==> src/rtl/csr_trap_file.sv <==
// ---------------------------------------------------------------------------
// csr_trap_file
//   Machine-mode CSR file sitting beside the W stage. Holds mstatus, mie, mip,
//   mtvec, mscratch, mepc, mcause, mtval, mcycle and minstret. Takes CSR
//   writes plus retire/exception/mret events from the pipeline, arbitrates
//   machine interrupts, and produces a same-cycle PC redirect (trap vector or
//   mepc) for pcselect.
//
// Ports
//   i_clk            clock
//   i_resetn         synchronous active-low reset
//   i_ra / o_rd      CSR read address / combinational read data
//   i_we, i_wa, i_wd CSR write strobe, address, data
//   i_retire         one instruction retired this cycle (minstret)
//   i_is_mret        MRET committing this cycle
//   i_exc_valid      synchronous exception at commit
//   i_exc_code       exception cause code
//   i_exc_pc         PC of the faulting / interrupted instruction
//   i_exc_tval       mtval value for an exception
//   i_irq_ok         pipeline can take an interrupt at i_exc_pc this cycle
//   i_irq_msi/mti/mei  machine software / timer / external interrupt levels
//   o_redirect_valid flush the pipeline and fetch from o_redirect_pc
//   o_redirect_pc    trap vector or mepc
//   o_mepc           current mepc
// ---------------------------------------------------------------------------
module csr_trap_file #(
   parameter int             XLEN        = 64,
   parameter bit             VECTORED_EN = 1'b1,
   parameter logic [XLEN-1:0] MEPC_RST   = 'h8000_0000
) (
   input  logic            i_clk,
   input  logic            i_resetn,
   input  logic [11:0]     i_ra,
   output logic [XLEN-1:0] o_rd,
   input  logic            i_we,
   input  logic [11:0]     i_wa,
   input  logic [XLEN-1:0] i_wd,
   input  logic            i_retire,
   input  logic            i_is_mret,
   input  logic            i_exc_valid,
   input  logic [4:0]      i_exc_code,
   input  logic [XLEN-1:0] i_exc_pc,
   input  logic [XLEN-1:0] i_exc_tval,
   input  logic            i_irq_ok,
   input  logic            i_irq_msi,
   input  logic            i_irq_mti,
   input  logic            i_irq_mei,
   output logic            o_redirect_valid,
   output logic [XLEN-1:0] o_redirect_pc,
   output logic [XLEN-1:0] o_mepc
);

   localparam logic [11:0] ADDR_MSTATUS  = 12'h300;
   localparam logic [11:0] ADDR_MIE      = 12'h304;
   localparam logic [11:0] ADDR_MTVEC    = 12'h305;
   localparam logic [11:0] ADDR_MSCRATCH = 12'h340;
   localparam logic [11:0] ADDR_MEPC     = 12'h341;
   localparam logic [11:0] ADDR_MCAUSE   = 12'h342;
   localparam logic [11:0] ADDR_MTVAL    = 12'h343;
   localparam logic [11:0] ADDR_MIP      = 12'h344;
   localparam logic [11:0] ADDR_MCYCLE   = 12'hB00;
   localparam logic [11:0] ADDR_MINSTRET = 12'hB02;

   // mstatus field positions
   localparam int MIE_BIT  = 3;
   localparam int MPIE_BIT = 7;

   // mstatus is stored without its top bit: sd is derived from fs/xs
   logic [XLEN-2:0] r_mstatus;
   logic [XLEN-1:0] r_mie;
   logic [XLEN-1:0] r_mtvec;
   logic [XLEN-1:0] r_mscratch;
   logic [XLEN-1:0] r_mepc;
   logic [XLEN-1:0] r_mcause;
   logic [XLEN-1:0] r_mtval;
   logic [XLEN-1:0] r_mcycle;
   logic [XLEN-1:0] r_minstret;
   // sampled interrupt levels {mei, mti, msi}
   logic [2:0]      r_mip;

   logic            w_sd;
   logic [XLEN-1:0] w_mipView;
   logic            w_ipMei;
   logic            w_ipMsi;
   logic            w_ipMti;
   logic            w_takeIrq;
   logic            w_trap;
   logic [4:0]      w_irqCode;
   logic [XLEN-1:0] w_cause;
   logic [XLEN-1:0] w_trapBase;
   logic [XLEN-1:0] w_trapPc;
   logic            w_useVector;

   assign w_sd = (r_mstatus[14:13] == 2'b11) | (r_mstatus[16:15] == 2'b11);

   // mip as seen by software: only the three sampled levels exist
   always_comb begin
      w_mipView     = '0;
      w_mipView[3]  = r_mip[0];
      w_mipView[7]  = r_mip[1];
      w_mipView[11] = r_mip[2];
   end

   assign w_ipMei = r_mie[11] & r_mip[2];
   assign w_ipMsi = r_mie[3]  & r_mip[0];
   assign w_ipMti = r_mie[7]  & r_mip[1];

   // An exception at commit always pre-empts an interrupt in the same cycle
   assign w_takeIrq = r_mstatus[MIE_BIT] & (w_ipMei | w_ipMsi | w_ipMti)
                      & i_irq_ok & ~i_exc_valid;
   assign w_trap    = i_exc_valid | w_takeIrq;

   // Interrupt priority: external, then software, then timer
   always_comb begin
      w_irqCode = 5'd7;
      if (w_ipMei)
         w_irqCode = 5'd11;
      else if (w_ipMsi)
         w_irqCode = 5'd3;
   end

   assign w_cause = i_exc_valid ? {{(XLEN-5){1'b0}}, i_exc_code}
                                : {1'b1, {(XLEN-6){1'b0}}, w_irqCode};

   // Vectored mode only applies to interrupts; exceptions go to the base
   assign w_trapBase  = {r_mtvec[XLEN-1:2], 2'b00};
   assign w_useVector = VECTORED_EN && (r_mtvec[1:0] == 2'b01) && !i_exc_valid;
   assign w_trapPc    = w_useVector
                        ? w_trapBase + {{(XLEN-7){1'b0}}, w_irqCode, 2'b00}
                        : w_trapBase;

   // Redirect is computed from the registers as they stand before this
   // cycle's update, and is suppressed while reset is asserted
   assign o_redirect_valid = i_resetn & (w_trap | i_is_mret);
   assign o_redirect_pc    = w_trap ? w_trapPc : r_mepc;
   assign o_mepc           = r_mepc;

   // Combinational CSR read port; unknown addresses read as zero
   always_comb begin
      o_rd = '0;
      case (i_ra)
         ADDR_MSTATUS:  o_rd = {w_sd, r_mstatus};
         ADDR_MIE:      o_rd = r_mie;
         ADDR_MTVEC:    o_rd = r_mtvec;
         ADDR_MSCRATCH: o_rd = r_mscratch;
         ADDR_MEPC:     o_rd = r_mepc;
         ADDR_MCAUSE:   o_rd = r_mcause;
         ADDR_MTVAL:    o_rd = r_mtval;
         ADDR_MIP:      o_rd = w_mipView;
         ADDR_MCYCLE:   o_rd = r_mcycle;
         ADDR_MINSTRET: o_rd = r_minstret;
         default:       o_rd = '0;
      endcase
   end

   // CSR state update. Later assignments in this block deliberately override
   // earlier ones: a counter write overrides the increment, and MRET's
   // mstatus fields override a simultaneous mstatus write. A trap drops any
   // CSR write in the same cycle.
   always_ff @(posedge i_clk) begin
      if (!i_resetn) begin
         r_mstatus  <= '0;
         r_mie      <= '0;
         r_mtvec    <= '0;
         r_mscratch <= '0;
         r_mepc     <= MEPC_RST;
         r_mcause   <= XLEN'(2);
         r_mtval    <= '0;
         r_mcycle   <= '0;
         r_minstret <= '0;
         r_mip      <= '0;
      end else begin
         r_mip    <= {i_irq_mei, i_irq_mti, i_irq_msi};
         r_mcycle <= r_mcycle + 1'b1;
         if (i_retire)
            r_minstret <= r_minstret + 1'b1;

         if (w_trap) begin
            r_mepc                <= {i_exc_pc[XLEN-1:2], 2'b00};
            r_mcause              <= w_cause;
            r_mtval               <= i_exc_valid ? i_exc_tval : '0;
            r_mstatus[MPIE_BIT]   <= r_mstatus[MIE_BIT];
            r_mstatus[MIE_BIT]    <= 1'b0;
            r_mstatus[12:11]      <= 2'b11;
         end else begin
            if (i_we) begin
               case (i_wa)
                  ADDR_MSTATUS:  r_mstatus  <= i_wd[XLEN-2:0];
                  ADDR_MIE:      r_mie      <= i_wd;
                  ADDR_MTVEC:    r_mtvec    <= i_wd;
                  ADDR_MSCRATCH: r_mscratch <= i_wd;
                  ADDR_MEPC:     r_mepc     <= {i_wd[XLEN-1:2], 2'b00};
                  ADDR_MCAUSE:   r_mcause   <= i_wd;
                  ADDR_MTVAL:    r_mtval    <= i_wd;
                  ADDR_MCYCLE:   r_mcycle   <= i_wd;
                  ADDR_MINSTRET: r_minstret <= i_wd;
                  default:       ;
               endcase
            end
            if (i_is_mret) begin
               r_mstatus[MIE_BIT]  <= r_mstatus[MPIE_BIT];
               r_mstatus[MPIE_BIT] <= 1'b1;
               r_mstatus[12:11]    <= 2'b00;
            end
         end
      end
   end

endmodule

==> config.mk <==
export PLATFORM = sky130hd
export DESIGN_NAME = csr_trap_file
export DESIGN_NICKNAME = d
export VERILOG_FILES = /design/src/rtl/csr_trap_file.sv
export SDC_FILE = /design/constraint.sdc
export NUM_CORES = 2
export LEC_CHECK = 0
export CAP_MARGIN = 30
export CORE_MARGIN = 2
export CORE_UTILIZATION = 57
export CTS_BUF_LIST = sky130_fd_sc_hd__clkbuf_2
export CTS_CLUSTER_DIAMETER = 150
export DETAILED_ROUTE_END_ITERATION = 16
export PLACE_DENSITY = 0.92
export SYNTH_ARGS = -nofsm -noshare
export SYNTH_HDL_FRONTEND = slang
export SYNTH_SLANG_ARGS = --single-unit
==> constraint.sdc <==
create_clock -name i_clk -period 3.6 [get_ports i_clk]
set_clock_uncertainty 0.2 [all_clocks]
set_input_delay 0.54 -clock i_clk [delete_from_list [all_inputs] [get_ports i_clk]]
set_output_delay 0.54 -clock i_clk [all_outputs]
set_load 0.1 [all_outputs]
==> key figures, run 1 <==
Synthesis
  • Mux contribution to synthesized area: under 10%
  • Async set-or-reset flop fraction in the synthesized netlist: 0%
  • Post-synthesis simple-gate area fraction: 22.94%
  • Post-synthesis xor/xnor area fraction: 5.330%
  • Register area share after synthesis: 39.43%
  • Combinational family with the most area after synthesis: simple AND/OR/NAND/NOR gates
  • Top_reg_cell synth: dfxtp_1
  • Post-Syn Area: 29250 sq um
  • Ys Warns: 0
  • #FFs+latches synth: 576
  • Unique cell type count in the Yosys netlist: 66
  • Adder-Cell Fraction of Synth Area: 0.2053%
  • Post-synth EDFFs: 0
  • Post-synthesis compound-gate area fraction: 22.03%
  • Mapped Avg Cell Area: approximately 7.5 sq um
  • Synth Instances: just under 4000

Clock tree
  • Clk sinks: 576
  • Clk root buf: clkbuf_2
  • Maximum clock insertion buffer count: 3
  • Num CTS Buffers: approximately 150
  • Htree depth: 4

Placement
  • Final HPWL DP: ~78 mm
  • Area after DPL: 37220 sq um
  • Number of port buffers: ~420
  • RePlAce Congestion: 0.9827
  • Placed Instances: slightly below 5000

Status
  • Exit stage: global routing
  • Err: [ERROR GRT-0232] Routing congestion too high. Check the congestion heatmap in the GUI.
  • Status: did not finish

Floorplanning
  • Die Width: around 230 um
  • Initial core utilization: between 50% and 60%
  • Die Span Y: 230.5 um
  • Num rows: 83
  • I/O pin cnt: 424

Global route
  • Grt total ovfl: 10
  • Tot GR Track Use: 73.02%
  • Largest net degree at the start of global routing: approximately 150
==> synthesized netlist by cell type, drive strengths merged, types with 17 or more instances <==
cell     number  area, sq um
nand2       941         3532
dfxtp       576        11530
a21oi       465         2327
clkbuf      358         1346
o21ai       260         1301
nor2        188        705.7
mux2i       129         1291
nand3       126        635.6
xnor2       115         1007
o211ai       65        488.0
a222oi       63        630.6
xor2         63        551.8
nor3         59        320.3
a221oi       58        508.0
o2bb2ai      58        508.0
nand4        56        350.3
a211oi       52        395.4
inv          35        131.4
and3         29        181.4
nor4         28        231.5
buf          23        137.6
or3          22        142.6
and4         17        148.9
==> cell families after synthesis <==
group,count (synthesis)
mux,132
xor+xnor,178
fa+ha+maj,5
buf+inv,416
simple gates,1527
other cells,1
compound gates,1058
flops,576
==> through the flow <==
| step | utilization, % | setup slack, ps | hold WS [ps] |
|---|---|---|---|
| floorplan | - | -245.2 | 227.3 |
| detailed placement | 72.99 | -209.8 | 242.9 |
| CTS | 85.53 | -1256 | 15.43 |
| global placement | 72.99 | -187.2 | 237.2 |
==> routing by layer <==
metal	GRT overflow	track usage (%)
met1	0	72.45
met4	4	69.19
met2	5	88.22
met3	1	62.09
met5	0	29.96
==> repair_timing <==
item / in CTS
hold endpoints to repair: 576
hold buffers: 362
endpoints found under the setup margin: 158
setup buffers: 38
gates resized for setup: 216
gates cloned: 15
pin swaps: 79
==> inputs of run 2 (changes only) <==
CORE_UTILIZATION = 40   (was 57)
CTS_BUF_LIST = unset   (was sky130_fd_sc_hd__clkbuf_2)
CTS_CLUSTER_DIAMETER = unset   (was 150)
PLACE_DENSITY = unset   (was 0.92)
PLACE_DENSITY_LB_ADDON = 0.15   (was unset)
==> run 2 against run 1 <==
  * The flow now finishes, with violations (setup timing)
  * Synthesized area unchanged
  * Synthesized cell count unchanged
==> key figures, run 2 <==
Status
  • Status: complete, but fails checks
  • Violations in the final reports: setup timing

Synthesis
  • Post-synth EDFFs: 0
  • Ys Warns: 0
  • Synth cell count leaders: nand2_1 (941), dfxtp_1 (576), a21oi_1 (465), clkbuf_1 (356), o21ai_0 (256)
  • Most numerous cell in the Yosys netlist: nand2_1
  • Synth Instances: approximately 3900
  • Unique cell type count in the Yosys netlist: 66
  • Synth area leaders: dfxtp_1 (39%), nand2_1 (12%), a21oi_1 (8.0%), clkbuf_1 (4.6%), mux2i_1 (4.4%)
  • Register area share after synthesis: 39.43%
  • Post-synthesis simple-gate area fraction: between 20% and 30%
  • Post-synthesis xor/xnor area fraction: approximately 5.3%
  • Post-synthesis compound-gate area fraction: 22.03%
  • Post-Syn Area: 29250 sq um
  • Async set-or-reset flop fraction in the synthesized netlist: 0%
  • Combinational family with the most area after synthesis: simple AND/OR/NAND/NOR gates
  • Mux contribution to synthesized area: around 4.5%
  • Mapped Avg Cell Area: 7.513 sq um
  • Adder-Cell Fraction of Synth Area: 0.2053%
  • Top_reg_cell synth: dfxtp_1
  • Dominant cell type by area after synthesis: dfxtp_1
  • #FFs+latches synth: 576
  • Yosys top cell area share: 39.43%

Floorplanning
  • Die Width: 274.4 um
  • Core area: a little over 70000 sq um
  • Num rows: 99
  • Initial core utilization: 40.22%
  • I/O pin cnt: 424
  • Die area: around 75000 sq um
  • Die Span Y: 274.4 um

Global route
  • Global-route wire length before repair: 189.4 mm
  • Number of global-route vias before repair: just under 30000
  • Largest net degree at the start of global routing: 111
  • Tot GR Track Use: 33.05%
  • Initial antenna violation count: 2
  • Grt total ovfl: 0

Route
  • Post-Route WL: 129.7 mm
  • WL per Instance: around 24 um
  • Vias/cell: 5.988
  • Via Count: 31700
  • Drt pass-1 iters: 8
  • DRT iter0 DRCs: 3582
  • Routed Antenna Nets: 0
  • Post-route DRC violation count: 0

Finish
  • Nets: 4525
  • Most common cell after layout, fill and taps aside: nand2_1
  • Sequential Area: 11550 sq um
  • Fill cells: 6458
  • Core Util, Final: 57.81%
  • Area of the multi-input gates: 18180 sq um
  • Most frequent cells in the layout: nand2_1 (935), dfxtp_1 (561), a21oi_1 (453)
  • Layout area overhead: 43.73%
  • Fin cells: between 5000 and 6000
  • Fraction of final layout cells sized beyond drive strength 1: around 21%
  • Final Instance Area: ~42000 sq um

Setup path
  • CP delay by family, top: simple AND/OR/NAND/NOR gates
  • Critical Path RT: about 2900 ps
  • Worst EP arrival: 3330 ps
  • Most frequent CP cell: buf_4
  • Worst r2r path cells: 9
  • Slowest stage cell, crit path: nor3_1
  • Critical path launch point type: flop
  • Max FO, Critical Path: 11
  • WP buf/inv: 4
  • Worst r2r src: r_mip[2]
  • Worst R2R Setup Slack: 520 ps
  • Critical Path, Cell by Cell: nand3_2 -> buf_4 -> nor3_1 -> nor2b_1 -> buf_4 -> nand4_1 -> buf_4 -> xnor2_1 -> a21oi_2 -> buf_12
  • Type of the worst setup path: reg2out
  • Slowest stage delay, CP: 520 ps
  • R2r endpoint: r_minstret[28]
  • Worst Setup End Kind: primary output

STA
  • Worst-margin pin slew: a little under 1000 ps
  • Final setup vio count: 48
  • Max Fclk: 0.2456 GHz
  • Fin crit period: roughly 4100 ps
  • Final Hold Viols: 0
  • Fin. max-slew vios: 0
  • Crit share post-route: 113.1%
  • Post-route setup TNS: -12490 ps
  • Fin Hold WS: 250.2 ps
  • Unrepaired setup endpoints after global routing: yes
  • Crit path setup slack, layout: -471.3 ps
  • Max-slew headroom: between 30% and 40%

Power
  • Total Power: 15.56 mW
  • Pwr dens: about 370 nW/um^2
  • Leak pwr: roughly 15 nW
  • Worst VDD drop: 0.0003268 V

Clock tree
  • Num CTS Buffers: 67
  • Maximum clock insertion buffer count: 3
  • Worst-path clk slew: 60 ps
  • CTS tree: done
  • Htree depth: 3
  • Clk sinks: 576
  • Hold_buf cts: 0
  • Clk root buf: clkbuf_16
  • Skew-Pair Late Insertion Delay: 620 ps

Placement
  • Area after DPL: 37810 sq um
  • Placed Instances: 5125
  • RePlAce Congestion: 0.9012
  • Number of port buffers: 417
  • Final HPWL DP: around 82 mm
  • Pre-CTS setup slack: -252.6 ps

Worst hold path
  • Worst hold-check path type: reg2reg
  • Worst hold endpoint: r_mie[2]
  • Hold Crit Depth: 2
  • Hold path start: r_mie[2]

Run
  • Max cap viols: 0
run 2: cell counts after synthesis:
No cell type changed its count.
run 2: cell families (layout without fill, tap and decap cells):
group / count (synthesis) / after routing
adder cells (fa/ha/maj): 5 / 5
AND/OR/NAND/NOR: 1527 / 1527
other: 1 / 5
flip-flops: 576 / 576
XOR/XNOR: 178 / 178
AO/OA/AOI/OAI: 1058 / 1058
buffers and inverters: 416 / 854
multiplexers: 132 / 132
run 2: worst min-delay path, cell delays in order (launching register included):
cell     delay [ps]
dfxtp_1         310
nand2_1          50
a21oi_1          50
run 2: what timing repair did:
action,CTS,global route
buffers inserted,31,21
pin swaps,70,86
resized for setup,148,106
endpoints found under the setup margin,119,111
cloned,9,8
run 2: layout make-up:
cell class / instances / area share (%)
diodes: 1 / 0.005953
clock buffers: 103 / 4.864
clock inverters: 10 / 0.3750
inverters: 35 / 0.3304
multi-input cells: 2904 / 43.24
flip-flops and latches: 576 / 27.49
well taps: 959 / 2.855
repair buffers: 706 / 20.84
run 2: worst max-delay path by stage:
stage                      from  slack, ps                 to  cells after the start
floorplan           i_exc_valid       -250  o_redirect_pc[36]                      9
global placement        i_ra[6]       -210            o_rd[2]                      9
detailed placement      i_ra[6]       -250            o_rd[2]                      9
CTS                  r_mtvec[7]       -420  o_redirect_pc[60]                      8
global route           r_mip[2]       -530  o_redirect_pc[44]                      9
finish              r_mtvec[20]       -470  o_redirect_pc[43]                     10
run 2: report_power, final:
part	total [mW]	internal, mW	switching (mW)
Combinational	1.96	0.641	1.31
Sequential	6.61	6.49	0.122
Clock	6.99	4.18	2.81
Total	15.6	11.3	4.25
run 2: per-layer routing:
metal / share of wire, % / global-route usage, %
met3: 9.6 / 5.675
met1: 41 / 45.01
met2: 45 / 52.16
met5: 0.0054 / 0
met4: 4.1 / 12.47
(Power assumes the default switching activity.)
